[config.mk]
export PLATFORM = sky130hd
export DESIGN_NAME = e203_extend_csr_bank
export DESIGN_NICKNAME = d
export VERILOG_FILES = /design/src/rtl/e203_extend_csr_bank.sv
export SDC_FILE = /design/constraint.sdc
export NUM_CORES = 1
export LEC_CHECK = 0
export ABC_AREA = 1
export CORE_MARGIN = 4
export CORE_UTILIZATION = 60
export DETAILED_ROUTE_END_ITERATION = 8
export GPL_ROUTABILITY_DRIVEN = 0
export PLACE_DENSITY = 0.84
export SLEW_MARGIN = 20
export SYNTH_ARGS = -nofsm -noshare
export SYNTH_HDL_FRONTEND = slang
export SYNTH_SLANG_ARGS = --single-unit
[constraint.sdc]
create_clock -name clk -period 7.8 [get_ports clk]
set_input_delay 1.17 -clock clk [delete_from_list [all_inputs] [get_ports clk]]
set_output_delay 1.17 -clock clk [all_outputs]
set_load 0.01 [all_outputs]
[src/rtl/e203_extend_csr_bank.sv]
// NICE extended-CSR bank: scratch registers, a free-running cycle counter and a
// status register behind a valid/ready request channel with a delayed response.
module e203_extend_csr_bank #(
   parameter int unsigned CSR_NUM  = 4,
   parameter logic [31:0] CSR_BASE = 32'hBC0,
   parameter int unsigned RSP_LAT  = 1
) (
   input  logic        clk,
   input  logic        rst,
   input  logic        nice_csr_valid,
   output logic        nice_csr_ready,
   input  logic [31:0] nice_csr_addr,
   input  logic        nice_csr_wr,
   input  logic [31:0] nice_csr_wdata,
   output logic        nice_csr_rsp_valid,
   input  logic        nice_csr_rsp_ready,
   output logic [31:0] nice_csr_rdata,
   output logic        nice_csr_rsp_err
);

   localparam int unsigned SCR_NUM  = CSR_NUM - 2;
   localparam int unsigned CYC_IDX  = CSR_NUM - 2;
   localparam int unsigned STS_IDX  = CSR_NUM - 1;
   localparam logic [3:0]  CNT_INIT = (RSP_LAT == 0) ? 4'd0 : 4'(RSP_LAT - 1);

   typedef enum logic [1:0] {
      IDLE,
      WAIT,
      RESP
   } state_t;

   state_t      state_q, state_d;
   logic [3:0]  cnt_q, cnt_d;
   logic [31:0] scratch_q [SCR_NUM];
   logic [31:0] cycle_q;
   logic        sts_err_q;
   logic [7:0]  sts_wcnt_q;
   logic [31:0] rdata_q;
   logic        err_q;

   logic        accept;
   logic [31:0] idx;
   logic        in_range;
   logic        hit_cycle;
   logic        hit_status;
   logic        acc_err;
   logic        wr_ok;
   logic [31:0] rd_val;

   assign accept     = nice_csr_valid & nice_csr_ready;
   assign idx        = nice_csr_addr - CSR_BASE;
   assign in_range   = (nice_csr_addr >= CSR_BASE) && (idx < 32'(CSR_NUM));
   assign hit_cycle  = in_range && (idx == 32'(CYC_IDX));
   assign hit_status = in_range && (idx == 32'(STS_IDX));
   assign acc_err    = !in_range || (nice_csr_wr && hit_cycle);
   assign wr_ok      = nice_csr_wr && !acc_err;

   // Register value as seen before the accept edge updates anything.
   always_comb begin
      rd_val = '0;
      for (int i = 0; i < SCR_NUM; i++) begin
         if (in_range && idx == 32'(i)) rd_val = scratch_q[i];
      end
      if (hit_cycle)  rd_val = cycle_q;
      if (hit_status) rd_val = {16'h0, sts_wcnt_q, 7'h0, sts_err_q};
   end

   // NOTE: the scratch array is a handful of flops, not a RAM, so it is reset along with everything else.
   always_ff @(posedge clk or posedge rst) begin
      if (rst) begin
         for (int i = 0; i < SCR_NUM; i++) scratch_q[i] <= '0;
      end else if (accept && wr_ok) begin
         for (int i = 0; i < SCR_NUM; i++) begin
            if (idx == 32'(i)) scratch_q[i] <= nice_csr_wdata;
         end
      end
   end

   always_ff @(posedge clk or posedge rst) begin
      if (rst) cycle_q <= '0;
      else     cycle_q <= cycle_q + 32'd1;
   end

   // A new error outranks a simultaneous W1C clear of the sticky flag.
   always_ff @(posedge clk or posedge rst) begin
      if (rst) begin
         sts_err_q  <= 1'b0;
         sts_wcnt_q <= '0;
      end else if (accept) begin
         if (acc_err) sts_err_q <= 1'b1;
         else if (wr_ok && hit_status && nice_csr_wdata[0]) sts_err_q <= 1'b0;
         if (wr_ok && sts_wcnt_q != 8'hFF) sts_wcnt_q <= sts_wcnt_q + 8'd1;
      end
   end

   always_ff @(posedge clk or posedge rst) begin
      if (rst) begin
         rdata_q <= '0;
         err_q   <= 1'b0;
      end else if (accept) begin
         err_q   <= acc_err;
         rdata_q <= (nice_csr_wr || acc_err) ? 32'h0 : rd_val;
      end
   end

   // NOTE: the state register uses non-blocking assignment; the next-state logic below is purely combinational.
   always_ff @(posedge clk or posedge rst) begin
      if (rst) begin
         state_q <= IDLE;
         cnt_q   <= '0;
      end else begin
         state_q <= state_d;
         cnt_q   <= cnt_d;
      end
   end

   // NOTE: defaults first so every path assigns state_d and cnt_d and no latch is inferred.
   always_comb begin
      state_d = state_q;
      cnt_d   = cnt_q;
      case (state_q)
         IDLE: begin
            if (accept) begin
               cnt_d   = CNT_INIT;
               state_d = (RSP_LAT == 0) ? RESP : WAIT;
            end
         end
         WAIT: begin
            if (cnt_q == 4'd0) state_d = RESP;
            else               cnt_d   = cnt_q - 4'd1;
         end
         RESP: begin
            if (nice_csr_rsp_ready) state_d = IDLE;
         end
         default: state_d = IDLE;
      endcase
   end

   assign nice_csr_ready     = (state_q == IDLE);
   assign nice_csr_rsp_valid = (state_q == RESP);
   assign nice_csr_rdata     = rdata_q;
   assign nice_csr_rsp_err   = err_q;

endmodule

==> impl_metrics.py, run 1 <==
metrics = {
    "global_routing": {
        "antenna_found_initial": 0,
        "maximum_number_of_pins_on_one_net_before_global_route_repair": 82,
        "total_global_routing_track_utilization": 0.298,
        "global_route.peak_usage_layer": "met2",
        "grt_util_met1": 0.404,
        "grt_pass1_vias": 7155,
        "grt_first_pass_wirelength_um": 35200,
        "grt_remaining_overflow": 0,
        "gr_layer_usage_met3": 0.0714,
        "gr-usage-met2": 0.483,
    },
    "cells_and_area": {
        "stdcell_count": 1359,
        "filler_cell_count": 945,
        "antennaDiodeCount": 0,
        "nNetsFinal": 1246,
        "drive_above_1_share": 0.0539,
        "stdcell_area_um2": 9710,
        "postLayoutCoreUtil": 0.760,
        "area_delta_synth_final_pct": 22.6,
    },
    "yosys": {
        "post-synth-top-count-cell": "nand2_1",
        "netlist_instances": 1083,
        "syn_area_per_cell_um2": 7.31,
        "netlist.top_cell.by_area": "dfrtp_1",
        "synthesis.nets": 1155,
        "netlist_area_pre_place_um2": 7920,
        "synth_top_area_frac": 0.455,
        "ys_async_sr_fraction": 1.00,
        "flip_flop_and_latch_count_after_synthesis": 144,
        "synth_enable_flop_cells": 0,
        "synth-warning-count": 0,
        "synth.distinct_cells": 30,
        "synth.area.top_cells": "dfrtp_1 (45%), nand2_1 (17%), nand3_1 (7.8%), inv_1 (5.0%), nor2_1 (4.4%)",
        "synth-seq-area-share": 0.455,
        "ys_dominant_reg_cell": "dfrtp_1",
        "post_synth_most_frequent_cells": "nand2_1 (367), dfrtp_1 (144), nand3_1 (123)",
    },
    "critical_path": {
        "path_max_fanout": 33,
        "crit_type": "primary input to flop",
        "cp_data_arrival_time_ps": 5370,
        "worst_setup_path_start_kind": "primary input",
        "end_kind": "flop",
        "worstPathRequired_ps": 8100,
    },
    "clocking": {
        "cts-resized-gates": 0,
        "cts.reportedPaths.clkPinSlew_ps": 50,
        "clk_latency_ps": 430,
        "cts-buffers-inserted": 17,
        "h-tree-depth": 4,
        "clock_sink_count": 144,
        "tritoncts": "yes",
        "ctsHoldBuffers": 0,
        "cts.repair_timing.setup_buffer_count": 0,
        "cts-root-to-sink-buffers": 2,
        "cts_root_buf": "clkbuf_16",
    },
    "detailed_routing": {
        "routed_wirelength_um": 21700,
        "vias": 7774,
        "detail_route.vias_per_cell": 5.72,
        "route.detailed.wl_per_inst_um": 16.0,
        "post-route-drc-count": 0,
        "first_iter_violations": 908,
        "drtAntennaViolNets": 0,
        "firstDrtPassIters": 7,
    },
    "pwr": {
        "intPower_mw": 1.42,
        "seq_power_share": 0.411,
        "total_power_mw": 1.87,
        "power_density_nw_per_um2": 193,
        "power.combinational.fraction": 0.113,
        "power_switching_share": 0.244,
        "p_leak_nw": 4.87,
        "switch_pwr_uw": 457,
        "share_clk_of_total_power": 0.476,
        "irDropWorstVdd_v": 0.000176,
    },
    "placed_design": {
        "place_area_um2": 9060,
        "inst_count_dp": 1327,
        "portBuffers": 103,
        "pre_cts_slack_ps": 2460,
        "dp_hpwl_um": 15300,
    },
    "timing": {
        "finalHoldViolCount": 0,
        "worst_slack_ps": 2730,
        "max_freq_mhz": 197,
        "setup_tns_final_ps": 0,
        "finalSetupViolCount": 0,
        "clock_skew_ps": 6.51,
        "worst_pin_slew_ps": 1050,
        "final-max-slew-violation-count": 0,
        "fin_worst_hold_slack_ps": 479,
        "grt_setup_unrepaired": "false",
        "fin_crit_sh": 0.650,
        "finalCriticalPeriod_ps": 5070,
        "max-slew-margin-rel": 0.299,
    },
    "floorplan": {
        "io_pins": 104,
        "coreArea_um2": 12800,
        "die_area_um2": 15100,
        "die-height_um": 123,
        "chipWidth_um": 123,
        "core.rowCount": 41,
        "initial_utilization": 0.620,
    },
    "run": {
        "timing.max_cap.violations": 0,
    },
    "outcome": {
        "outcome": "finished clean",
    },
    "min_path": {
        "min-delay-path-class": "flop to flop",
    },
}
[cell families after synthesis]
kind of cell    Yosys count  synth area share
compound gates           97            0.0697
xor+xnor                 36            0.0398
fa+ha+maj                 3           0.00474
buf+inv                 149            0.0735
flops                   144             0.455
simple gates            654             0.357
[power by group through the flow]
stage | Combinational, mW | Sequential, mW | Clock, mW
3_3_place_gp | 0.207 | 0.782 | 0
2_1_floorplan | 0.116 | 0.783 | 0
5_1_grt | 0.235 | 0.772 | 0.927
3_5_place_dp | 0.210 | 0.784 | 0
4_1_cts | 0.212 | 0.771 | 0.891
6_report | 0.211 | 0.770 | 0.892
[layout make-up]
class                      instances  area [um^2]  area share
clock inverter                     9          153      0.0157
inverter                         112          425      0.0438
tap                              172          215      0.0222
multi-input combinational        790         3740       0.385
clock buffer                      23          498      0.0513
timing repair buffer             109         1080       0.111
sequential                       144         3600       0.371
[critical path, stage by stage]
cell and delay, ps:
clkdlybuf4s50_1 550, nand2_1 140, nor2_4 160, nand2_2 150, nand3_1 200, nand2_1 80
nor2_1 110, nand2_1 60, nor2_1 160, nand4_1 170, nor2_4 520, nand4_4 400
inv_2 580, nand2_2 550, nand2_1 240, nand2_1 90
[layout by cell type (no fill, tap or decap), types with 3 or more instances in the layout]
cell | netlist | final
clkbuf_16 | 0 | 17
clkbuf_8 | 0 | 5
nor3_2 | 2 | 3
dfrtp_1 | 144 | 144
nor2_1 | 93 | 92
nor3_1 | 16 | 15
inv_1 | 106 | 105
nand4_1 | 25 | 25
nor2_4 | 5 | 5
ha_1 | 3 | 3
o21ai_0 | 47 | 47
buf_4 | 0 | 6
xor2_1 | 34 | 34
o21ai_1 | 4 | 4
nand2_1 | 367 | 367
nand3_1 | 123 | 123
bufinv_16 | 0 | 4
nor4_1 | 4 | 4
nand2_2 | 4 | 4
inv_2 | 4 | 4
nand3b_1 | 5 | 5
o211ai_1 | 25 | 25
a21oi_1 | 19 | 19
clkinv_2 | 0 | 3
nor2_2 | 6 | 7
clkdlybuf4s50_1 | 0 | 103
[state kept, by name, indices dropped and copies added, names as in the netlist]
| register | flops |
|---|---|
| nice_csr_rsp_err | 1 |
| sts_err_q | 1 |
| nice_csr_rdata | 32 |
| state_q | 2 |
| cycle_q | 32 |
| scratch_q | 64 |
| cnt_q | 4 |
| sts_wcnt_q | 8 |
[per-layer routing]
metal / part of all wire / up-vias
met5: 0 / -
met2: 0.48 / 421
met3: 0.089 / 42
li1: - / 3665
met4: 0.018 / 0
met1: 0.42 / 3646
[path summary, 6_finish.rpt]
| kind | end | from | slack [ps] | depth (start not counted) |
|---|---|---|---|---|
| min reg2reg | scratch_q[46] | scratch_q[46] | 480 | 2 |
| max reg2reg | scratch_q[41] | state_q[1] | 4460 | 9 |
| max | scratch_q[41] | nice_csr_addr[9] | 2730 | 16 |
| min in group asynchronous | cycle_q[26] | rst | 1260 | 2 |
| max in group asynchronous | scratch_q[41] | rst | 5240 | 3 |
| min | scratch_q[46] | scratch_q[46] | 480 | 2 |
No activity file was read; power rests on OpenSTA's default activity.
==> inputs of run 2 (changes only) <==
--- a/config.mk
+++ b/config.mk
@@ -7,10 +7,10 @@
 export LEC_CHECK = 0
 export ABC_AREA = 1
 export CORE_MARGIN = 4
-export CORE_UTILIZATION = 60
+export CORE_UTILIZATION = 50
 export DETAILED_ROUTE_END_ITERATION = 8
 export GPL_ROUTABILITY_DRIVEN = 0
-export PLACE_DENSITY = 0.84
+export PLACE_DENSITY = 0.74
 export SLEW_MARGIN = 20
 export SYNTH_ARGS = -nofsm -noshare
 export SYNTH_HDL_FRONTEND = slang
==> constraint.sdc (replaced) <==
create_clock -name clk -period 4.3 [get_ports clk]
set_input_delay 0.645 -clock clk [delete_from_list [all_inputs] [get_ports clk]]
set_output_delay 0.645 -clock clk [all_outputs]
set_load 0.01 [all_outputs]
==> run 2 against run 1 <==
Compared with the run above: final area is 0.88% higher; largest cell class unchanged; routed wire length shrank 2.7%; largest power group unchanged; total power grew 74%.
==> impl_metrics.py, run 2 (same netlist as run 1, synthesis figures left out) <==
metrics = {
    "critical_path": {
        "critical_path.reg2reg.startpoint": "cycle_q[1]",
        "cp_data_arrival_time_ps": 3790,
        "rr_endpoint": "cycle_q[30]",
        "path_max_fanout": 32,
        "end_kind": "flop",
        "flop2flop_setup_slack_ps": 1420,
        "worst_setup_path_start_kind": "primary input",
        "depth_of_the_worst_register_to_register_path": 14,
        "crit_type": "primary input to flop",
        "worstPathRequired_ps": 4610,
    },
    "detailed_routing": {
        "routed_wirelength_um": 21100,
        "detail_route.vias_per_cell": 5.34,
        "drtAntennaViolNets": 0,
        "vias": 7533,
        "firstDrtPassIters": 6,
        "route.detailed.wl_per_inst_um": 15.0,
        "first_iter_violations": 738,
        "post-route-drc-count": 0,
    },
    "timing": {
        "finalHoldViolCount": 0,
        "final-max-slew-violation-count": 0,
        "fin_crit_sh": 0.808,
        "worst_pin_slew_ps": 649,
        "finalSetupViolCount": 0,
        "worst_slack_ps": 825,
        "finalCriticalPeriod_ps": 3480,
        "max-slew-margin-rel": 0.564,
        "clock_skew_ps": 9.40,
        "grt_setup_unrepaired": "false",
        "max_freq_mhz": 288,
        "setup_tns_final_ps": 0,
    },
    "pwr": {
        "irDropWorstVdd_v": 0.000273,
        "p_leak_nw": 4.89,
        "power_density_nw_per_um2": 333,
    },
    "cells_and_area": {
        "final_cell_mix": "nand2_1 (367), dfrtp_1 (144), nand3_1 (123)",
        "mostFrequentLayoutCell": "nand2_1",
        "nNetsFinal": 1258,
        "drive_above_1_share": 0.0634,
        "multiInputGateArea_um2": 3740,
        "antennaDiodeCount": 0,
        "register_area_um2": 3600,
        "area_delta_synth_final_pct": 23.7,
        "register_name_with_the_most_flops": "scratch_q",
        "filler_cell_count": 1368,
        "largest_reg_flops": 64,
    },
    "floorplan": {
        "io_pins": 104,
        "core.rowCount": 45,
        "die-height_um": 134,
        "coreArea_um2": 15400,
        "chipWidth_um": 134,
        "die_area_um2": 17900,
        "initial_utilization": 0.515,
    },
    "clocking": {
        "tritoncts": "yes",
        "cts-buffers-inserted": 17,
        "cts-root-to-sink-buffers": 2,
        "cts-resized-gates": 0,
        "cts.repair_timing.setup_buffer_count": 0,
        "clk_latency_ps": 430,
        "cts.reportedPaths.clkPinSlew_ps": 60,
        "h-tree-depth": 4,
        "clock_sink_count": 144,
        "ctsHoldBuffers": 0,
        "cts_root_buf": "clkbuf_16",
    },
    "global_routing": {
        "grt_pass1_vias": 7208,
        "maximum_number_of_pins_on_one_net_before_global_route_repair": 98,
        "antenna_found_initial": 0,
        "total_global_routing_track_utilization": 0.241,
        "grt_first_pass_wirelength_um": 34900,
        "grt_remaining_overflow": 0,
    },
    "placed_design": {
        "dp_hpwl_um": 15300,
        "pre_cts_slack_ps": 403,
        "portBuffers": 103,
    },
    "outcome": {
        "outcome": "finished clean",
    },
    "run": {
        "timing.max_cap.violations": 0,
    },
    "min_path": {
        "min-delay-path-class": "primary input to asynchronous set/reset pin",
    },
}
[run 2: cell types whose count changed in the layout (fill, tap and decap cells not counted), sizes merged]
cell | previous run | this run
buf | 6 | 18
clkbuf | 23 | 19
clkinv | 7 | 9
bufinv | 4 | 2
clkinvlp | 0 | 4
[run 2: routing by layer]
| layer | global-route usage | routed length (um) | part of all wire | vias up |
|---|---|---|---|---|
| met2 | 0.377 | 9740 | 0.46 | 279 |
| li1 | - | - | - | 3682 |
| met1 | 0.344 | 9670 | 0.46 | 3539 |
| met3 | 0.0416 | 1300 | 0.062 | 33 |
| met4 | 0.0731 | 377 | 0.018 | 0 |
| met5 | 0 | 0 | 0 | - |
[run 2: worst max-delay path, cell delays in order]
cell and delay (ps):
clkdlybuf4s50_1 540, nand2_1 130, nor2_4 160, nand2_2 150
nand3_1 200, nand2_1 70, nor2_1 90, nand2_1 70
nor2_1 160, nand4_1 160, nor2_4 310, nand4_4 310
inv_2 150, nand2_2 380, nand2_1 190, nand2_1 70
[run 2: where the power goes]
part           internal [mW]  total, mW  switching [mW]
clock                  0.883       1.47           0.591
sequential              1.38       1.40          0.0120
combinational          0.145      0.390           0.244
[run 2: area by class of cell]
class | count | area share
Clock buffer | 19 | 0.0462
Tap cell | 211 | 0.0269
Inverter | 112 | 0.0433
Sequential cell | 144 | 0.368
Clock inverter | 13 | 0.0140
Timing Repair Buffer | 121 | 0.120
Multi-Input combinational cell | 790 | 0.381
[run 2: stage by stage]
step	power (mW)	utilization	instance area [um^2]	hold WS [ps]	std cells
finish	3.26	0.637	9800	458	1410
global route	3.38	0.637	9800	462	1410
CTS	3.27	0.637	9800	451	1410
detailed placement	1.81	0.599	9210	458	1378
global placement	1.80	0.599	9210	456	1378
floorplan	1.63	-	7920	442	1083
[run 2: how the worst max path moves through the flow]
stage / slack (ps) / to / from / cells after the start
2_1_floorplan: 1750 / scratch_q[32] / nice_csr_addr[7] / 15
3_3_place_gp: 450 / scratch_q[45] / nice_csr_addr[9] / 16
3_5_place_dp: 400 / scratch_q[37] / nice_csr_addr[9] / 16
4_1_cts: 860 / scratch_q[62] / nice_csr_addr[9] / 16
5_1_grt: 510 / scratch_q[46] / nice_csr_addr[9] / 15
6_report: 820 / scratch_q[47] / nice_csr_addr[9] / 16
==> inputs of run 3 (changes only) <==
==> constraint.sdc (replaced) <==
create_clock -name clk -period 3.03 [get_ports clk]
set_input_delay 0.4545 -clock clk [delete_from_list [all_inputs] [get_ports clk]]
set_output_delay 0.4545 -clock clk [all_outputs]
set_load 0.01 [all_outputs]
==> run 3 against run 2 <==
Compared with the run above: register-to-register slack lost 1100 ps; total power up 39%; first-iteration DRC count fell by 6.8%; core utilization is 3.9 points higher; sequential power rose by 41%; sequential share of layout area shrank 2.1 points; worst setup slack got worse by 570 ps; die area unchanged; count of clock-buffer cells in the layout grew 1; clock skew rose by 0.89 ps; critical endpoint is now nice_csr_rdata[21]; largest power group is now sequential cells.
==> impl_metrics.py, run 3 (same netlist as run 1, synthesis figures left out) <==
metrics = {
    "outcome": {
        "outcome": "finished clean",
    },
    "floorplan": {
        "io_pins": 104,
        "die_area_um2": 17900,
        "core.rowCount": 45,
        "chipWidth_um": 134,
        "initial_utilization": 0.515,
        "coreArea_um2": 15400,
        "die-height_um": 134,
    },
    "cells_and_area": {
        "antennaDiodeCount": 0,
        "mostFrequentLayoutCell": "nand2_1",
        "final_cell_mix": "nand2_1 (366), dfrtp_1 (144), nand3_1 (123)",
        "drive_above_1_share": 0.120,
        "nNetsFinal": 1330,
        "largest_reg_flops": 64,
        "area_delta_synth_final_pct": 31.3,
        "register_name_with_the_most_flops": "scratch_q",
        "stdcell_area_um2": 10400,
    },
    "detailed_routing": {
        "firstDrtPassIters": 5,
        "detail_route.vias_per_cell": 5.33,
        "drtAntennaViolNets": 0,
        "routed_wirelength_um": 22300,
        "vias": 7901,
        "first_iter_violations": 688,
        "route.detailed.wl_per_inst_um": 15.1,
        "post-route-drc-count": 0,
    },
    "pwr": {
        "power_density_nw_per_um2": 436,
        "p_leak_nw": 5.23,
        "total_power_mw": 4.53,
        "irDropWorstVdd_v": 0.000391,
    },
    "clocking": {
        "tritoncts": "yes",
        "clk_latency_ps": 430,
        "cts.reportedPaths.clkPinSlew_ps": 60,
        "ctsHoldBuffers": 0,
        "cts_root_buf": "clkbuf_16",
        "clock_sink_count": 144,
        "cts-root-to-sink-buffers": 2,
        "cts.repair_timing.setup_buffer_count": 0,
        "h-tree-depth": 4,
        "cts-buffers-inserted": 17,
    },
    "global_routing": {
        "grt_pass1_vias": 7611,
        "antenna_found_initial": 0,
        "maximum_number_of_pins_on_one_net_before_global_route_repair": 84,
        "total_global_routing_track_utilization": 0.254,
        "grt_remaining_overflow": 0,
        "grt_first_pass_wirelength_um": 36700,
    },
    "critical_path": {
        "critical_path.reg2reg.startpoint": "cycle_q[0]",
        "critical_path.slowest_cell": "clkdlybuf4s50_1",
        "cp_data_arrival_time_ps": 3150,
        "timing.critical_path.from": "nice_csr_addr[10]",
        "path_max_fanout": 7,
        "end_kind": "flop",
        "flop2flop_setup_slack_ps": 330,
        "worstPathRequired_ps": 3400,
        "rr_endpoint": "cycle_q[30]",
        "depth_of_the_worst_register_to_register_path": 14,
        "crit_type": "primary input to flop",
        "worstPathCellList": "clkdlybuf4s50_1, nand2_2, inv_2, nor2_1, nand2_1, nand2_1, nand2_1, nor2_1, nand2_1, nor2_1, nand4_1, nor2_4, buf_4, nand2_2, buf_4, o211ai_1, nand2_1, nand2_1",
        "crit_path_frequent_cell": "nand2_1",
        "slowest_delay_ps": 530,
        "worst_setup_path_start_kind": "primary input",
    },
    "timing": {
        "finalSetupViolCount": 0,
        "max_freq_mhz": 360,
        "finalCriticalPeriod_ps": 2770,
        "max-slew-margin-rel": 0.692,
        "worst_pin_slew_ps": 459,
        "final-max-slew-violation-count": 0,
        "finalHoldViolCount": 0,
        "fin_crit_sh": 0.916,
        "clock_skew_ps": 10.3,
    },
    "run": {
        "timing.max_cap.violations": 0,
    },
    "placed_design": {
        "place_area_um2": 9840,
        "portBuffers": 103,
        "dp_hpwl_um": 16700,
    },
    "min_path": {
        "min-delay-path-class": "primary input to asynchronous set/reset pin",
    },
}
==> run 3: changes by cell type in the layout (fill, tap and decap cells not counted), sizes merged <==
cell,previous run,this run
inv,110,111
buf,18,90
clkinv,9,5
clkbuf,19,20
clkinvlp,4,7
bufinv,2,0
==> run 3: layer usage <==
metal  vias up  share of wire  global-route usage
met2       325           0.46               0.398
met5         -              0                   0
met4         0          0.020              0.0880
met3        37          0.075              0.0630
met1      3696           0.44               0.346
li1       3843              -                   -
==> run 3: critical path, delay by kind of cell <==
kind | cells | cell delay, ps
AND/OR/NAND/NOR | 13 | 1460
buffers and inverters | 4 | 940
AO/OA/AOI/OAI | 1 | 270
==> run 3: how the worst max path moves through the flow <==
stage | cells after the start | end
2_1_floorplan | 14 | cycle_q[30]
3_3_place_gp | 17 | nice_csr_rdata[11]
3_5_place_dp | 17 | scratch_q[18]
4_1_cts | 14 | cycle_q[30]
5_1_grt | 14 | cycle_q[30]
6_report | 18 | nice_csr_rdata[21]
==> run 3: timing repair <==
| item | in CTS | in global routing |
|---|---|---|
| endpoints found under the hold margin | 0 | 0 |
| resized for setup | 0 | 5 |
| endpoints found under the setup margin | 0 | 3 |
==> run 3: through the flow <==
stage | setup slack (ps) | std cells | hold WS [ps] | setup TNS, ps | util
after floorplan | 659 | 1083 | 442 | 0 | -
after global placement | -101 | 1450 | 455 | -2660 | 0.640
after detailed placement | -167 | 1450 | 459 | -6660 | 0.640
after CTS | 137 | 1481 | 320 | 0 | 0.676
after global routing | -22.8 | 1481 | 342 | -22.8 | 0.677
final | 255 | 1481 | 323 | 0 | 0.677
==> run 3: power by group <==
group	switching [mW]	internal [mW]	total [mW]
clock network	0.834	1.11	1.94
logic	0.359	0.247	0.606
registers	0.0172	1.96	1.98
total	1.21	3.32	4.53
==> run 3: final cells by class <==
type                    count  area [um^2]
flip-flops and latches    144         3600
multi-input cells         790         3750
well taps                 211          264
inverters                 112          424
clock buffers              20          467
fillers                  1285         4970
repair buffers            193         1810
clock inverters            11         83.8
